File: config.mk
export PLATFORM = sky130hd
export DESIGN_NAME = fm_tx_scheduler
export DESIGN_NICKNAME = d
export VERILOG_FILES = /design/src/rtl/fm_sched_pkg.sv /design/src/rtl/sched_timer.sv /design/src/rtl/fm_tx_scheduler.sv
export SDC_FILE = /design/constraint.sdc
export NUM_CORES = 1
export LEC_CHECK = 0
export ABC_AREA = 1
export BUFFER_PORTS_ARGS = -buffer_cell sky130_fd_sc_hd__buf_2
export CORE_MARGIN = 3
export CORE_UTILIZATION = 40
export CTS_CLUSTER_DIAMETER = 50
export CTS_CLUSTER_SIZE = 24
export DETAILED_ROUTE_END_ITERATION = 6
export GPL_TIMING_DRIVEN = 1
export PLACE_DENSITY = 0.67
export SYNTH_ARGS = -nofsm -noshare
export SYNTH_HDL_FRONTEND = slang
export SYNTH_SLANG_ARGS = --single-unit
File: constraint.sdc
create_clock -name clk_in -period 4 [get_ports clk_in]
set_input_delay 1 -clock clk_in [delete_from_list [all_inputs] [get_ports clk_in]]
set_output_delay 1 -clock clk_in [all_outputs]
set_load 0.05 [all_outputs]
File: src/rtl/fm_sched_pkg.sv
// Shared types and constants for the FM transmit scheduler.
// Holds the state codes, the requester id type and the counter sizing helper.
package fm_sched_pkg;

  typedef logic [1:0] state_t;

  localparam state_t S_IDLE   = 2'd0;
  localparam state_t S_GUARD  = 2'd1;
  localparam state_t S_ACTIVE = 2'd2;

  typedef enum logic {
    REQ_A = 1'b0,
    REQ_B = 1'b1
  } req_id_t;

  localparam logic [11:0] MID_CODE_DEF = 12'h800;

  // Width that holds max(a,b)-1; never narrower than one bit.
  function automatic int unsigned cnt_width(int unsigned a, int unsigned b);
    int unsigned m;
    m = (a > b) ? a : b;
    return (m < 2) ? 1 : $clog2(m);
  endfunction

  function automatic req_id_t other_req(req_id_t id);
    return (id == REQ_A) ? REQ_B : REQ_A;
  endfunction

endpackage

File: src/rtl/sched_timer.sv
// Loadable down-counter with a zero flag; saturates at zero instead of wrapping.
// Shared by the guard and active phases of the scheduler.
module sched_timer #(
  parameter int unsigned CNT_W = 16
) (
  input  logic             clk_in,
  input  logic             rst,
  input  logic             load,
  input  logic [CNT_W-1:0] load_val,
  output logic             zero
);

  logic [CNT_W-1:0] count_q;

  always_ff @(posedge clk_in) begin
    if (rst) begin
      count_q <= '0;
    end else if (load) begin
      count_q <= load_val;
    end else if (count_q != '0) begin
      count_q <= count_q - CNT_W'(1);
    end
  end

  assign zero = (count_q == '0);

endmodule

File: src/rtl/fm_tx_scheduler.sv
// Round-robin time-division sharing of one FM modulator between requesters A and B,
// with a muted guard interval after every grant change.
module fm_tx_scheduler
  import fm_sched_pkg::*;
#(
  parameter int unsigned       DATA_W    = 12,
  parameter int unsigned       FW_W      = 32,
  parameter int unsigned       SLOT_CYC  = 50000,
  parameter int unsigned       GUARD_CYC = 500,
  parameter logic [DATA_W-1:0] MID_CODE  = DATA_W'(MID_CODE_DEF)
) (
  input  logic              clk_in,
  input  logic              RST,
  input  logic              req_a,
  input  logic              req_b,
  input  logic [DATA_W-1:0] audio_a,
  input  logic [DATA_W-1:0] audio_b,
  input  logic [FW_W-1:0]   fre_word_a,
  input  logic [FW_W-1:0]   fre_word_b,
  output logic              grant_a,
  output logic              grant_b,
  output logic              tx_en,
  output logic [DATA_W-1:0] module_sig,
  output logic [FW_W-1:0]   fre_word,
  output logic              fre_load
);

  localparam int unsigned      CNT_W    = cnt_width(SLOT_CYC, GUARD_CYC);
  localparam logic [CNT_W-1:0] GUARD_LD = CNT_W'(GUARD_CYC - 1);
  localparam logic [CNT_W-1:0] SLOT_LD  = CNT_W'(SLOT_CYC - 1);

  state_t            state_q, state_d;
  req_id_t           sel_q, sel_d;
  req_id_t           last_q, last_d;
  req_id_t           new_sel;
  logic              start_guard;
  logic              req_sel, req_oth;
  logic              cnt_load, cnt_zero;
  logic [CNT_W-1:0]  cnt_load_val;
  logic              grant_a_d, grant_b_d, tx_en_d, fre_load_d;
  logic [DATA_W-1:0] module_sig_d;
  logic [FW_W-1:0]   fre_word_d;

  sched_timer #(
    .CNT_W (CNT_W)
  ) u_timer (
    .clk_in   (clk_in),
    .rst      (RST),
    .load     (cnt_load),
    .load_val (cnt_load_val),
    .zero     (cnt_zero)
  );

  assign req_sel = (sel_q == REQ_A) ? req_a : req_b;
  assign req_oth = (sel_q == REQ_A) ? req_b : req_a;

  always_comb begin
    state_d      = state_q;
    sel_d        = sel_q;
    last_d       = last_q;
    new_sel      = sel_q;
    start_guard  = 1'b0;
    cnt_load     = 1'b0;
    cnt_load_val = GUARD_LD;
    fre_word_d   = fre_word;
    fre_load_d   = 1'b0;

    case (state_q)
      S_IDLE: begin
        if (req_a || req_b) begin
          new_sel     = (req_a && req_b) ? other_req(last_q) : (req_a ? REQ_A : REQ_B);
          start_guard = 1'b1;
        end
      end
      S_GUARD: begin
        if (!req_sel) begin
          state_d = S_IDLE;
          last_d  = sel_q;
        end else if (cnt_zero) begin
          state_d      = S_ACTIVE;
          cnt_load     = 1'b1;
          cnt_load_val = SLOT_LD;
        end
      end
      S_ACTIVE: begin
        // A drop wins over a coincident expiry: the own-request reload needs req_sel high.
        if (!req_sel || cnt_zero) begin
          last_d = sel_q;
          if (req_oth) begin
            new_sel     = other_req(sel_q);
            start_guard = 1'b1;
          end else if (req_sel) begin
            cnt_load     = 1'b1;
            cnt_load_val = SLOT_LD;
          end else begin
            state_d = S_IDLE;
          end
        end
      end
      default: state_d = S_IDLE;
    endcase

    if (start_guard) begin
      state_d      = S_GUARD;
      sel_d        = new_sel;
      fre_word_d   = (new_sel == REQ_A) ? fre_word_a : fre_word_b;
      fre_load_d   = 1'b1;
      cnt_load     = 1'b1;
      cnt_load_val = GUARD_LD;
    end

    grant_a_d    = (state_d != S_IDLE) && (sel_d == REQ_A);
    grant_b_d    = (state_d != S_IDLE) && (sel_d == REQ_B);
    tx_en_d      = (state_d == S_ACTIVE);
    module_sig_d = MID_CODE;
    if (state_d == S_ACTIVE) begin
      module_sig_d = (sel_d == REQ_A) ? audio_a : audio_b;
    end
  end

  always_ff @(posedge clk_in) begin
    if (RST) begin
      state_q    <= S_IDLE;
      sel_q      <= REQ_A;
      last_q     <= REQ_B;
      grant_a    <= 1'b0;
      grant_b    <= 1'b0;
      tx_en      <= 1'b0;
      module_sig <= MID_CODE;
      fre_word   <= '0;
      fre_load   <= 1'b0;
    end else begin
      state_q    <= state_d;
      sel_q      <= sel_d;
      last_q     <= last_d;
      grant_a    <= grant_a_d;
      grant_b    <= grant_b_d;
      tx_en      <= tx_en_d;
      module_sig <= module_sig_d;
      fre_word   <= fre_word_d;
      fre_load   <= fre_load_d;
    end
  end

endmodule

==> flow_summary.toml <==
[die]
die-height_um = 102
die_w_um = 102
die-area_mm2 = 0.0104
row_count = 34
coreArea_mm2 = 0.00881
boundaryPins = 140
start_util = 0.418

[logic_synthesis]
synth.area.top_cells = "dfxtp_1 37%, nand2_1 14%, nand3_1 12%"
synth_cell_types = 34
ys_ff_latch = 68
yosysWarnings = 0
synth_flop_cell = "dfxtp_1"
yosysMostFrequentCell = "nand2_1"
synth.avg_cell_area_um2 = 6.82
yosys.area.top_type = "dfxtp_1"
syn_nets = 637
synth_async_sr_flop_share = 0
syn-cell-area_mm2 = 0.00368
synth_edf_count = 0
syn_inst = 539
synth_top_area_frac = 0.370
ys_seq_area_frac = 0.370
synthTopCellsByCount = "142 x nand2_1, 91 x nand3_1, 89 x inv_1"

[sta]
rsz0062_at_grt = "false"
fin_skew_ns = 0.0130
slew_headroom = 0.459
worst_slew_pin_slew_ns = 0.809
holdWs_ns = 0.451
finalSetupTns_ns = 0
hold_viol_final = 0
clock.fmax_mhz = 407
finalCritPeriodShare = 0.614
period_needed_ns = 2.45
maxSlewViolCount = 0
fin_ws_ns = 1.55
setup_viol = 0

[setup_path]
startpoint = "req_a"
start_kind = "input port"
r2r-start = "u_timer.count_q[0]"
ff2ff_setup_slack_ns = 1.66
worst_setup_path_end_kind = "flip-flop"
slowest_delay_ns = 0.38
crit_chain = "buf_2, inv_1, o21ai_2, nand2_4, nand2_1, nand2_2, nand2_4, nand2_8, nand2_1, nand3_1, nand2_1"
worstPathRequired_ns = 4.27
reg2reg_depth = 13
critPathSlowestCell = "nand2_4"
cp_max_fo = 46
worst_path_most_repeated_cell = "nand2_1"
critical_path_arrival_ns = 2.73
r2r_end = "fre_word[7]"
criticalPathCategory = "in2reg"
endpoint = "fre_word[7]"

[worst_hold_path]
hp-class = "reg2reg"

[status]
status = "completed"

[detailed_routing]
routed_via_density = 4.81
dr.pass1.iters = 5
wl_per_cell_um = 12.6
drc = 0
routed_wl_um = 9820
drtAntennaViolNets = 0
dr.first_iter.drc_count = 191
vias = 3758

[global_routing]
grt_pass1_wl_um = 15900
grt_pass1_vias = 3605
grt_max_degree = 47
track_usage = 0.191
antenna_found_initial = 0
grt_overflow = 0

[clock_network]
cts_buffers = 9
clk_pin_slew_ns = 0.08
clockBufferDepth = 2
cts_resized = 0
clockRootBuffer = "clkbuf_8"
hold_buffers = 0
clk_latency_ns = 0.34
clock_sinks = 68
cts_setup_buffers = 0
cts_max_level = 3
cts_tree = "done"

[power_and_ir_drop]
ir_worst_vdd_mv = 0.181
p_leak_nw = 2.62
p_per_area_mw_per_mm2 = 423

[placed_design]
pre_cts_slack_ns = 1.19
io_buffers = 139
routabilityCongestion = 0.942
place_hpwl_um = 7100

[layout]
drive_above_1_share = 0.293
num_antenna_cells = 0
fillCellCount = 908
syn2layout_area_growth_pct = 25.3
nNetsFinal = 766

[job]
drv_cap = 0
## stage by stage
| stage | total power [mW] | utilization | std cells | area, um2 |
|---|---|---|---|---|
| after floorplan | 1.17 | - | 539 | 3680 |
| after global placement | 1.30 | 0.497 | 765 | 4370 |
| after detailed placement | 1.30 | 0.497 | 765 | 4370 |
| after CTS | 1.97 | 0.523 | 781 | 4610 |
| after global routing | 2.06 | 0.523 | 781 | 4610 |
| final | 1.95 | 0.523 | 781 | 4610 |
## kinds of logic after synthesis
group	after synthesis	share of synthesized area
adder cells (fa/ha/maj)	6	0.0204
buffers and inverters	110	0.127
AND/OR/NAND/NOR	310	0.394
AO/OA/AOI/OAI	37	0.0687
XOR/XNOR	8	0.0191
flip-flops	68	0.370
## flip-flops by register name, summed over array words and instances (netlist names)
| signal | count |
|---|---|
| tx_en | 1 |
| u_timer.count_q | 16 |
| fre_load | 1 |
| module_sig | 12 |
| state_q | 2 |
| grant_a | 1 |
| last_q | 1 |
| sel_q | 1 |
| fre_word | 32 |
| grant_b | 1 |
## power by group
part | leakage, nW | switching [mW] | internal [mW]
clock | 0.117 | 0.285 | 0.374
combinational | 1.95 | 0.361 | 0.158
sequential | 0.559 | 0.0393 | 0.731
total | 2.62 | 0.686 | 1.26
## how the worst min path moves through the flow
stage | to | cells after the start | startpoint | slack [ns]
after CTS | fre_word[1] | 2 | fre_word[1] | 0.45
after detailed placement | fre_word[26] | 2 | fre_word[26] | 0.44
after floorplan | last_q | 2 | last_q | 0.44
after global placement | fre_word[28] | 2 | fre_word[28] | 0.43
final | fre_word[1] | 2 | fre_word[1] | 0.45
after global routing | fre_word[20] | 2 | fre_word[20] | 0.47
## worst max-delay path, delay by kind of cell
| family | cells | cell delay (ns) |
|---|---|---|
| AOI/OAI and AO/OA | 1 | 0.23 |
| buffers and inverters | 2 | 0.18 |
| and+or+nand+nor | 8 | 1.28 |
## layout by cell type, fill, tap and decap left out, types with 2 or more instances in the layout
master,instances
xor2_1,4
dfxtp_1,68
clkinv_4,3
nor4_1,2
buf_2,139
nor2_4,6
a21oi_1,10
nor3_1,3
nand4_1,5
and3_1,2
inv_1,89
nand2_4,4
nor2_1,34
nand2_2,13
bufinv_16,2
ha_1,6
clkbuf_8,10
nor2_2,5
a31oi_1,4
a21oi_2,10
o21ai_0,8
nand3_1,91
nand2_1,142
xnor2_1,4
## area by class of cell
cell class                 instances  area [um2]  area share
clock buffer                      10         138      0.0299
clock inverter                     6        95.1      0.0206
inverter                          89         334      0.0725
multi-input combinational        361        1850       0.401
sequential                        68        1360       0.295
tap                              108         135      0.0293
timing repair buffer             139         696       0.151
## layer usage
layer	up-vias	GRT usage	routed length, um
li1	1933	-	-
met1	1679	0.240	4260
met2	130	0.313	4630
met3	16	0.0546	741
met4	0	0.0686	188
met5	-	0	0
(Power assumes the default switching activity.)
